===== config.mk =====
export PLATFORM = sky130hd
export DESIGN_NAME = unified_mem_arbiter
export DESIGN_NICKNAME = d
export VERILOG_FILES = /design/src/rtl/mem_arb_pkg.sv /design/src/rtl/mem_arb_priority.sv /design/src/rtl/unified_mem_arbiter.sv
export SDC_FILE = /design/constraint.sdc
export NUM_CORES = 1
export LEC_CHECK = 0
export ABC_AREA = 0
export CAP_MARGIN = 20
export CORE_ASPECT_RATIO = 0.8
export CORE_UTILIZATION = 34
export CTS_CLUSTER_SIZE = 25
export DETAILED_ROUTE_END_ITERATION = 8
export PLACE_DENSITY_LB_ADDON = 0.05
export SLEW_MARGIN = 15
export SYNTH_ARGS = -nofsm -noshare
export SYNTH_HDL_FRONTEND = slang
export SYNTH_SLANG_ARGS = --single-unit

===== constraint.sdc =====
create_clock -name clk -period 1.75 [get_ports clk]
set_input_delay 0.35 -clock clk [delete_from_list [all_inputs] [get_ports clk]]
set_output_delay 0.35 -clock clk [all_outputs]
set_load 0.02 [all_outputs]

===== src/rtl/mem_arb_pkg.sv =====
// Shared definitions for the unified IF/DM memory arbiter.
// FAIR_ARB_EN selects the starvation-bounded arbitration variant.
package mem_arb_pkg;

  typedef enum logic [1:0] {
    IDLE  = 2'd0,
    ISSUE = 2'd1,
    WAIT  = 2'd2,
    RESP  = 2'd3
  } state_t;

  localparam logic OWN_IF = 1'b0;
  localparam logic OWN_DM = 1'b1;

  // Bits needed to hold values 0..maxv, never less than one.
  function automatic int unsigned cnt_width(input int unsigned maxv);
    return (maxv < 1) ? 1 : $clog2(maxv + 1);
  endfunction

endpackage


===== src/rtl/mem_arb_priority.sv =====
// Winner select between IF and DM; DM wins unless FAIR_ARB_EN is defined
// and IF has lost STARVE_MAX consecutive contended grants.
module mem_arb_priority
  import mem_arb_pkg::*;
#(
  parameter int unsigned STARVE_MAX = 4
) (
  input  logic clk,
  input  logic rst_n,
  input  logic if_req,
  input  logic dm_req,
  input  logic grant_en,
  output logic if_gnt,
  output logic dm_gnt
);

`ifdef FAIR_ARB_EN
  localparam int unsigned SW = cnt_width(STARVE_MAX);

  logic [SW-1:0] starve;
  logic          force_if;

  assign force_if = (starve == SW'(STARVE_MAX)) && if_req && dm_req;

  always_comb begin
    dm_gnt = grant_en && dm_req && !force_if;
    if_gnt = grant_en && if_req && !dm_gnt;
  end

  // Saturating count of DM wins taken while IF was waiting.
  always_ff @(posedge clk) begin
    if (!rst_n) begin
      starve <= '0;
    end else if (if_gnt) begin
      starve <= '0;
    end else if (dm_gnt && if_req && (starve != SW'(STARVE_MAX))) begin
      starve <= starve + 1'b1;
    end
  end
`else
  logic unused_cfg;

  assign unused_cfg = ^{clk, rst_n, STARVE_MAX[0]};

  always_comb begin
    dm_gnt = grant_en && dm_req;
    if_gnt = grant_en && if_req && !dm_req;
  end
`endif

endmodule


===== src/rtl/unified_mem_arbiter.sv =====
// Shares one fixed-latency single-port memory between IF and DM, one
// transaction outstanding. FAIR_ARB_EN enables bounded IF starvation.
module unified_mem_arbiter
  import mem_arb_pkg::*;
#(
  parameter int unsigned ADDR_W     = 32,
  parameter int unsigned DATA_W     = 32,
  parameter int unsigned MEM_LAT    = 2,
  parameter int unsigned STARVE_MAX = 4
) (
  input  logic              clk,
  input  logic              rst_n,
  input  logic              if_req,
  input  logic [ADDR_W-1:0] if_addr,
  output logic              if_gnt,
  output logic              if_rvalid,
  output logic [DATA_W-1:0] if_rdata,
  input  logic              dm_req,
  input  logic              dm_we,
  input  logic [ADDR_W-1:0] dm_addr,
  input  logic [DATA_W-1:0] dm_wdata,
  output logic              dm_gnt,
  output logic              dm_rvalid,
  output logic [DATA_W-1:0] dm_rdata,
  output logic              mem_en,
  output logic              mem_we,
  output logic [ADDR_W-1:0] mem_addr,
  output logic [DATA_W-1:0] mem_wdata,
  input  logic [DATA_W-1:0] mem_rdata,
  output logic              busy
);

  localparam int unsigned CW = cnt_width(MEM_LAT);

  state_t        state;
  state_t        state_nxt;
  logic [CW-1:0] cnt;
  logic          owner;
  logic          owner_we;
  logic          grant_en;
  logic          any_gnt;
  logic          lat_done;

  assign grant_en = (state == IDLE) || (state == RESP);
  assign any_gnt  = if_gnt || dm_gnt;
  assign lat_done = (cnt == CW'(MEM_LAT));

  mem_arb_priority #(
    .STARVE_MAX(STARVE_MAX)
  ) u_priority (
    .clk     (clk),
    .rst_n   (rst_n),
    .if_req  (if_req),
    .dm_req  (dm_req),
    .grant_en(grant_en),
    .if_gnt  (if_gnt),
    .dm_gnt  (dm_gnt)
  );

  always_comb begin
    state_nxt = state;
    case (state)
      IDLE:    state_nxt = any_gnt ? ISSUE : IDLE;
      ISSUE:   state_nxt = WAIT;
      WAIT:    state_nxt = lat_done ? RESP : WAIT;
      RESP:    state_nxt = any_gnt ? ISSUE : IDLE;
      default: state_nxt = IDLE;
    endcase
  end

  // The mem_* registers double as the grant-time request latch: they are
  // loaded on the grant edge, live for the ISSUE cycle, then clear.
  always_ff @(posedge clk) begin
    if (!rst_n) begin
      state     <= IDLE;
      cnt       <= '0;
      owner     <= OWN_IF;
      owner_we  <= 1'b0;
      mem_en    <= 1'b0;
      mem_we    <= 1'b0;
      mem_addr  <= '0;
      mem_wdata <= '0;
      if_rdata  <= '0;
      dm_rdata  <= '0;
    end else begin
      state <= state_nxt;

      if (any_gnt) begin
        owner     <= dm_gnt ? OWN_DM : OWN_IF;
        owner_we  <= dm_gnt && dm_we;
        mem_en    <= 1'b1;
        mem_we    <= dm_gnt && dm_we;
        mem_addr  <= dm_gnt ? dm_addr : if_addr;
        mem_wdata <= dm_gnt ? dm_wdata : '0;
      end else begin
        mem_en    <= 1'b0;
        mem_we    <= 1'b0;
        mem_addr  <= '0;
        mem_wdata <= '0;
      end

      if (state == ISSUE) begin
        cnt <= CW'(1);
      end else if ((state == WAIT) && !lat_done) begin
        cnt <= cnt + 1'b1;
      end else begin
        cnt <= '0;
      end

      if ((state == WAIT) && lat_done) begin
        if (owner == OWN_DM) begin
          dm_rdata <= owner_we ? '0 : mem_rdata;
        end else begin
          if_rdata <= mem_rdata;
        end
      end
    end
  end

  assign if_rvalid = (state == RESP) && (owner == OWN_IF);
  assign dm_rvalid = (state == RESP) && (owner == OWN_DM);
  assign busy      = (state != IDLE);

endmodule

==> results.txt <==
The flow ran to the end, but the final reports show violations. The final reports fail on setup timing. The power density over cell area is 1237 nW/um2. The synthesis-to-layout area growth is 77.90%. The number of buffers and inverters on the critical path came out at 2. The worst setup path is launched from a flip-flop. dfxtp_1 takes more of the synthesized area than any other cell. The cts-stage hold buffer count is 0.

The remaining max-slew budget at the tightest pin is between 60 and 70%. For this block, the initial DRC count from the detailed router was 180. The actual slew at the worst max-slew pin came out at roughly 0.47 ns.

The final setup violation count is 1. The starting density of the core is 34.94%. The antenna violation net count after detailed routing is 0. Yosys mapped the design onto 25 distinct sky130hd cell types. The number of antenna violations at the first check in global routing came out at 0. The final max-slew violation count came out at 0.

The CTS buffer count came out at 17. After clock tree synthesis, the clock-pin slew on the worst setup and hold paths is 0.06 ns. The first-pass GRT wire length is 21.98 mm. At the end of routability-driven placement, the weighted congestion stood at ~0.78. The clock latency on the worst-skew pair is about 0.42 ns. The TritonCTS clock tree is yes. The average detailed-routed wire length per instance came out at roughly 15 um. Sequential cells were found to cover 57.31% of the synthesized design area.

STA classifies the critical path endpoint as an output port. Synthesis produced a netlist with a net count of 671. In this run the tool buffered the top-level ports with 267 buffer cells. The post-synthesis instance total came out at between 500 and 600. Across all hold checks on the routed design, the worst slack comes to 0.2687 ns. The I/O pin total came out at 268. The shortest period the worst path allows came out at 1.766 ns. The height of the chip is ~110 um. The total of warnings raised by yosys came out at 0.

The area of the die came out at 14450 um2. Wires add up to 15.00 mm. After synthesis, the most frequently instantiated cells are 136 x dfxtp_1, 129 x nand2_1, 66 x a21oi_1, 33 x and3_1.

The data required time at the worst endpoint is 1.40 ns. Along the worst path, the maximum fanout reaches 4. The cell area after synthesis is 4751 um2. The most common cell in the synthesized netlist is dfxtp_1. Across the run, the number of max-cap violations was 0.

Among all flip-flop cells after synthesis, the most frequent one is dfxtp_1. The biggest cell delay along the critical path came out at 0.33 ns. The fraction of final layout cells with drive strength greater than 1 is 8.798%. The maximum operating frequency came out at 566.1 MHz. The hold violation count in the final report came out at 0.

The kind of cell with the highest combined delay along the critical path is flip-flops. The synthesized design contains 136 register bits. The via count of the first global-routing pass is 4394.

The floorplan row count came out at 38. The area of the core region is between 10000 and 15000 um2. The pre-CTS setup slack came out at -0.2343 ns.

The signal on the critical path passes through inv_2, ha_4, nand2b_4, nor2_4, buf_6. The critical path start-end classification is flip-flop to output port. The sum of net half-perimeters after detailed placement came out at 10.51 mm. The synthesized area per cell is 8.913 um2.

The first detailed-routing pass took 4 iterations. The final-stage net count is 932. 0 antenna diodes ended up in the layout. Across all layers, the routed design uses roughly 4.6k vias. The maximum clock path buffer count is 2. The minimum setup slack in the final design is -0.01638 ns.

By area the synthesized netlist is led by dfxtp_1 57%, nand2_1 10%, a21oi_1 7.0%, or3b_1 5.9%, and3_1 4.3%. Setup repair after global routing could not meet its margin everywhere. The residual overflow from global routing is 0. The horizontal die dimension came out at 134.2 um. The ratio of routed vias to standard cells is between 4 and 5. The number of clock sinks is 136. The slowest stage of the critical path is the dfxtp_2 cell. The kind of path behind the tightest hold check is primary input to flip-flop. Global routing consumed, over all layers together, 19.95% of the routing resources. For the final routed database, the setup TNS stands at -0.01638 ns. The share of Yosys cell area claimed by the top area cell type came out at 57.31%. The root cell of the clock tree is clkbuf_16. The final cycle utilization of the critical path is 100.9%.

The leakage power is 3.923 nW. In this run the number of H-tree levels came out at 4. After detailed routing, the number of remaining DRC violations is 0.

On the final layout, the worst clock skew is roughly 0.0047 ns. The maximum number of pins on one net before global-route repair is 65. The number of flops mapped to enable cells by yosys is 0. The arrival time reported for the critical path endpoint came out at 1.42 ns. The share of flip-flops with an asynchronous set or reset is 0%.

Across the VDD grid, the largest voltage drop is 0.9529 mV.
==> report_power, final <==
| part | internal, mW | leakage (nW) | switching [mW] |
|---|---|---|---|
| Combinational | 1.31 | 2.48 | 1.41 |
| Clock | 2.83 | 0.340 | 1.34 |
| Sequential | 3.44 | 1.11 | 0.124 |
| Total | 7.58 | 3.92 | 2.88 |
==> final timing paths <==
check                                  start  slack (ns)            to  cells after the start
worst max-delay path                state[0]       -0.02        if_gnt                      5
worst min register to register  dm_rdata[15]        0.45  dm_rdata[15]                      2
worst max register to register      state[0]        0.10  dm_rdata[27]                      7
worst min-delay path                   rst_n        0.27        cnt[0]                      2
==> metrics by stage <==
step | util, % | power (mW) | cell area [um2] | cells
floorplan | - | 4.893 | 4753 | 533
global placement | 56.08 | 6.210 | 7626 | 954
detailed placement | 56.08 | 6.265 | 7626 | 954
CTS | 61.21 | 10.50 | 8323 | 986
global route | 62.16 | 10.91 | 8452 | 987
finish | 62.16 | 10.45 | 8452 | 987
==> cell usage in the layout, fill, tap and decap left out, types with 6 or more instances in the layout <==
cell / n
clkdlybuf4s50_1: 219
dfxtp_1: 134
nand2_1: 129
a21oi_1: 66
and3_1: 33
or3b_1: 32
nand3_1: 32
o21ai_0: 32
dlymetal6s2s_1: 31
clkbuf_16: 17
buf_4: 14
dlygate4sd2_1: 12
bufinv_16: 6
==> layout make-up <==
cell class / instances / area (um2)
Sequential cell: 136 / 2725
Timing Repair Buffer: 286 / 2935
Tap cell: 180 / 225.2
Inverter: 7 / 26.28
Fill cell: 1185 / 5146
Multi-Input combinational cell: 346 / 1844
Clock inverter: 11 / 215.2
Clock buffer: 21 / 480.5
==> routing by layer <==
metal	up-vias	track usage (%)	share of wire, %
met5	-	0	0
met4	0	9.551	2.0
met3	22	7.345	8.9
met2	160	32.98	48
met1	2153	22.85	41
li1	2302	-	-
==> cells by family (layout without fill, tap and decap cells) <==
family,Yosys count,count (layout),share of synthesized area [%]
AND/OR/NAND/NOR,240,240,25.73
flip-flops,136,136,57.31
AO/OA/AOI/OAI,101,101,10.82
buffers and inverters,51,325,4.820
adder cells (fa/ha/maj),5,5,1.317
==> flip-flops by register name, summed over array words and instances (netlist names) <==
signal	count
if_rdata	32
dm_rdata	32
cnt	2
mem_wdata	32
mem_en	1
owner	1
state	2
mem_addr	32
mem_we	1
owner_we	1
==> timing repair <==
action                                  4_1_cts  5_1_grt
endpoints found under the hold margin         0        0
pin swaps                                     0        0
buffers inserted                              0        0
endpoints found under the setup margin       42       48
resized for setup                            39       41
(Power assumes the default switching activity.)
